File: src/rtl/pwm_capture.sv
// PWM decoder: measures high time and rise-to-rise period of PWM_in and recovers
// the duty code of the matching up/down-counter PWM generator. It also flags a stuck input.
module pwm_capture #(
  parameter int N       = 8,
  parameter int DIVISOR = 2,
  parameter int CNT_W   = 12
) (
  input  logic             clk,
  input  logic             rst_n,
  input  logic             PWM_in,
  output logic [CNT_W-1:0] HIGH_out,
  output logic [CNT_W-1:0] PERIOD_out,
  output logic [N-1:0]     DUTY_out,
  output logic             VALID_out,
  output logic             TIMEOUT_out
);

  typedef enum logic [1:0] {IDLE, MEAS_HIGH, MEAS_LOW} state_t;

  localparam logic [CNT_W-1:0] CNT_MAX  = '1;
  localparam int               SHIFT    = $clog2(DIVISOR);
  localparam int unsigned      DUTY_MAX = (32'd1 << N) - 32'd1;

  logic             sync1, s, s_d;
  logic             rise, fall;
  state_t           state;
  logic [CNT_W-1:0] per_cnt, high_cnt;
  logic [CNT_W-1:0] per_inc, high_inc;
  logic             timeout_hit;

  // Generator high time is DIVISOR*(D+1) cycles, so invert that and clamp to the code range.
  function automatic logic [N-1:0] duty_code(input logic [CNT_W-1:0] h);
    int unsigned q;
    q = 32'(h) >> SHIFT;
    if (32'(h) < 32'(DIVISOR)) return '0;
    if ((q - 32'd1) > DUTY_MAX) return '1;
    return N'(q - 32'd1);
  endfunction

  always_ff @(posedge clk or negedge rst_n) begin
    if (!rst_n) begin
      sync1 <= 1'b0;
      s     <= 1'b0;
      s_d   <= 1'b0;
    end else begin
      sync1 <= PWM_in;
      s     <= sync1;
      s_d   <= s;
    end
  end

  // Once timed out in IDLE the counter sits saturated; the gate keeps the timeout from re-firing there.
  always_comb begin
    rise        = s & ~s_d;
    fall        = ~s & s_d;
    per_inc     = (per_cnt == CNT_MAX) ? per_cnt : per_cnt + 1'b1;
    high_inc    = (high_cnt == CNT_MAX) ? high_cnt : high_cnt + 1'b1;
    timeout_hit = (per_cnt == CNT_MAX) && ((state != IDLE) || !TIMEOUT_out);
  end

  always_ff @(posedge clk or negedge rst_n) begin
    if (!rst_n) begin
      state       <= IDLE;
      per_cnt     <= '0;
      high_cnt    <= '0;
      HIGH_out    <= '0;
      PERIOD_out  <= '0;
      DUTY_out    <= '0;
      VALID_out   <= 1'b0;
      TIMEOUT_out <= 1'b0;
    end else begin
      VALID_out <= 1'b0;
      per_cnt   <= per_inc;
      if (rise) begin
        per_cnt  <= CNT_W'(1);
        high_cnt <= CNT_W'(1);
        state    <= MEAS_HIGH;
        if (state == MEAS_LOW) begin
          HIGH_out    <= high_cnt;
          PERIOD_out  <= per_cnt;
          DUTY_out    <= duty_code(high_cnt);
          VALID_out   <= 1'b1;
          TIMEOUT_out <= 1'b0;
        end
      end else if (timeout_hit) begin
        TIMEOUT_out <= 1'b1;
        DUTY_out    <= {N{s}};
        state       <= IDLE;
      end else if (state == MEAS_HIGH) begin
        if (fall) state <= MEAS_LOW;
        else      high_cnt <= high_inc;
      end
    end
  end

endmodule

File: config.mk
export PLATFORM = sky130hd
export DESIGN_NAME = pwm_capture
export DESIGN_NICKNAME = d
export VERILOG_FILES = /design/src/rtl/pwm_capture.sv
export SDC_FILE = /design/constraint.sdc
export NUM_CORES = 1
export LEC_CHECK = 0
export ABC_CLOCK_PERIOD_IN_PS = 2990
export CORE_ASPECT_RATIO = 1.25
export CORE_MARGIN = 5
export CORE_UTILIZATION = 46
export CTS_BUF_LIST = sky130_fd_sc_hd__clkbuf_16
export DETAILED_ROUTE_END_ITERATION = 10
export GPL_TIMING_DRIVEN = 0
export PLACE_DENSITY_LB_ADDON = 0.2
export SYNTH_ARGS = -nofsm -noshare
export SYNTH_HDL_FRONTEND = slang
export SYNTH_SLANG_ARGS = --single-unit
File: constraint.sdc
create_clock -name clk -period 2.99 [get_ports clk]
set_input_delay 0.598 -clock clk [delete_from_list [all_inputs] [get_ports clk]]
set_output_delay 0.598 -clock clk [all_outputs]
set_load 0.01 [all_outputs]
==> results.py <==
metrics = {
    "final_layout": {
        "diodes": 0,
        "fillerInstances": 578,
        "layout.cells.non_filler": 416,
        "fin_util_pct": 58.83,
        "fraction_of_layout_instances_using_a_drive_strength_above_1_pct": 19.15,
        "synthesis_to_layout_area_growth_pct": 23.84,
        "final_nets": 333,
    },
    "sta": {
        "timing.final.crit_period_ns": 2.143,
        "rsz0062_at_grt": "false",
        "setup-violations-final": 0,
        "hold_viol": 0,
        "final.setup_skew_ns": 0.004398,
        "max_transition_margin_pct": 47.82,
        "tightestPinTransition_ns": 0.7827,
        "timing_max_transition_violations_final": 0,
        "fmax_mhz": 466.7,
        "finalHoldWorstSlack_ns": 0.3480,
        "timing.final.crit_share_pct": 71.66,
    },
    "die": {
        "die_width_um": 83.88,
        "core_area_mm2": 0.006606,
        "die_y_um": 102.3,
        "initial_utilization_pct": 47.50,
        "design.die.area_mm2": 0.008584,
        "design.portCount": 37,
        "placement_rows": 33,
    },
    "critical_path": {
        "cp-start-kind": "flip-flop",
        "worst-endpoint-required_ns": 3.17,
        "critical_path_arrival_ns": 2.32,
        "timing_worst_setup_path_type": "flip-flop to flip-flop",
        "critPathMaxFanout": 8,
        "setup.worst_path.end_class": "flip-flop",
    },
    "global_route": {
        "via_count_of_the_first_global_routing_pass": 2298,
        "grt_antenna_before_repair": 0,
        "grt_util_all_layers_pct": 16.17,
        "grt_start_max_net_pins": 64,
        "globalRouteOverflowTotal": 0,
        "grt_pass1_wl_um": 10760,
    },
    "yosys": {
        "syn-instance-count": 277,
        "synthesis.area_mm2": 0.003138,
        "synthDominantAreaCellType": "dfrtp_1",
        "yosys-top-cells-area": "dfrtp_1 50%, mux2_2 7.9%, nor2_1 3.9%, xnor2_1 2.8%, a211oi_1 2.6%",
        "post_synth_num_cell_types": 58,
        "yosys.cell_count.top_type": "dfrtp_1",
        "yosys_most_used_dff": "dfrtp_1",
        "yosysWarningCount": 0,
        "mean_syn_cell_area_um2": 11.33,
        "synth.net_count": 286,
        "synth.cells.most_frequent": "63 x dfrtp_1, 33 x nor2_1, 22 x mux2_2, 15 x nand2_1, 11 x a211oi_1",
        "yosysSeqAreaShare_pct": 50.24,
        "netlist.area_leader.share_pct": 50.24,
        "synth-edff-count": 0,
        "share_of_async_settable_or_async_resettable_flops_after_synthesis_pct": 100.0,
        "synth_seq_cells": 63,
    },
    "detailed_routing": {
        "vias": 2283,
        "ant_nets": 0,
        "drt_first_iter_violations": 91,
        "avgViaCountPerCell": 5.488,
        "drcViolationCount": 0,
        "drt_pass1_iterations": 4,
        "wl_per_cell_um": 15.22,
        "drt_total_wl_um": 6330,
    },
    "clock_network": {
        "cts_inserted_buffers": 9,
        "cts-root-to-sink-buffers": 2,
        "cts.repair.resized": 0,
        "clock_sinks": 63,
        "post_cts_hold_buffer_count": 0,
        "cts.htree.levels": 3,
        "cts.clk_slew.worst_paths_ns": 0.05,
        "root_buffer": "clkbuf_16",
        "worstSkewPairLatency_ns": 0.33,
        "post-cts-setup-buffers": 0,
        "cts_tree": "built",
    },
    "min_path": {
        "worst_hold_path_type": "input port to asynchronous set/reset pin",
    },
    "placement": {
        "placed_cells_incl_taps": 400,
        "detailed_place_hpwl_um": 4463,
        "numPortBuffers": 36,
        "final_weighted_congestion_of_routability_driven_global_placement": 0.8529,
    },
    "pwr": {
        "design_power_total_mw": 2.968,
        "power_density_mw_per_mm2": 763.7,
        "peakVddDrop_v": 0.0004374,
        "power.static_leakage_nw": 1.756,
    },
    "outcome": {
        "status": "completed",
    },
    "flow_run": {
        "drv.max_cap_violation_count": 0,
    },
}
-- metal layers --
layer	routed length (µm)	global-route usage (%)	vias up	part of all wire (%)
met4	78	8.416	0	1.2
met1	2564	17.14	1131	41
met2	3359	28.78	46	53
met3	327	5.403	8	5.2
met5	0	0	-	0
li1	-	-	1098	-
-- sequential cells by signal, indices dropped and copies added (netlist names) --
| register | flops |
|---|---|
| DUTY_out | 8 |
| TIMEOUT_out | 1 |
| PERIOD_out | 12 |
| s | 1 |
| per_cnt | 12 |
| sync1 | 1 |
| high_cnt | 12 |
| state | 2 |
| HIGH_out | 12 |
| VALID_out | 1 |
| s_d | 1 |
-- logic make-up (layout without fill, tap and decap cells) --
family / after synthesis / count (layout) / share of synthesized area (%)
compound gates: 43 / 43 / 10.85
xor+xnor: 16 / 16 / 4.466
buf+inv: 20 / 72 / 2.950
mux: 25 / 25 / 8.852
simple gates: 104 / 104 / 20.26
flops: 63 / 63 / 50.24
fa+ha+maj: 6 / 6 / 2.392
-- placed cells by master, fill, tap and decap left out, types with 4 or more instances in the layout --
| master | Yosys | final |
|---|---|---|
| xnor2_1 | 10 | 10 |
| or3_1 | 4 | 4 |
| clkdlybuf4s50_1 | 0 | 35 |
| mux2_2 | 22 | 22 |
| dfrtp_1 | 63 | 63 |
| clkbuf_16 | 0 | 9 |
| nand2_1 | 15 | 15 |
| ha_1 | 6 | 6 |
| inv_1 | 7 | 9 |
| a31oi_1 | 4 | 4 |
| nand3_1 | 8 | 8 |
| a21oi_1 | 4 | 4 |
| buf_2 | 7 | 7 |
| and3_1 | 4 | 4 |
| xor2_1 | 6 | 6 |
| nor2_1 | 33 | 33 |
| a211oi_1 | 11 | 11 |
| nor3_1 | 6 | 6 |
| nor4_1 | 4 | 4 |
| o21ai_0 | 7 | 7 |
-- worst max-delay path, stage by stage, from the launching register on --
cell and delay (ns):
dfrtp_1 0.45, inv_1 0.13, ha_1 0.31, and3b_1 0.20
a31oi_1 0.04, o32a_1 0.33, nor2_1 0.38, a211oi_1 0.15
-- power breakdown --
group          switching, mW  leakage [nW]  total (mW)  internal, mW
registers              0.135         0.825        1.15          1.02
logic                  0.398         0.781       0.829         0.431
clock network          0.354         0.149       0.984         0.630
total                  0.887          1.76        2.97          2.08
-- path summary, 6_finish.rpt --
check	endpoint	depth (start not counted)	slack (ns)	from
max reg2reg	DUTY_out[5]	7	0.85	high_cnt[2]
min in group clk	s	0	0.35	sync1
min	HIGH_out[6]	1	0.35	rst_n
min reg2reg	s	0	0.35	sync1
max	DUTY_out[5]	7	0.85	high_cnt[2]
max in group asynchronous	high_cnt[11]	1	2.12	rst_n
-- area by class of cell --
cell class	instances	area (µm²)	area share, %
clock inverters	7	56.30	1.449
flip-flops and latches	63	1577	40.57
inverters	8	30.03	0.7727
well taps	87	108.9	2.801
plain buffers	12	62.56	1.610
repair buffers	36	357.8	9.208
multi-input cells	194	1469	37.80
clock buffers	9	225.2	5.795
-- through the flow --
stage	instance area, µm²	setup slack, ns	setup TNS (ns)
6_report	3886	0.8474	0
3_3_place_gp	3607	-0.7903	-49.62
4_1_cts	3886	0.7876	0
2_1_floorplan	3138	1.117	0
3_5_place_dp	3605	0.7916	0
5_1_grt	3886	0.6042	0
Note: power is estimated with default switching activity, not from simulation.
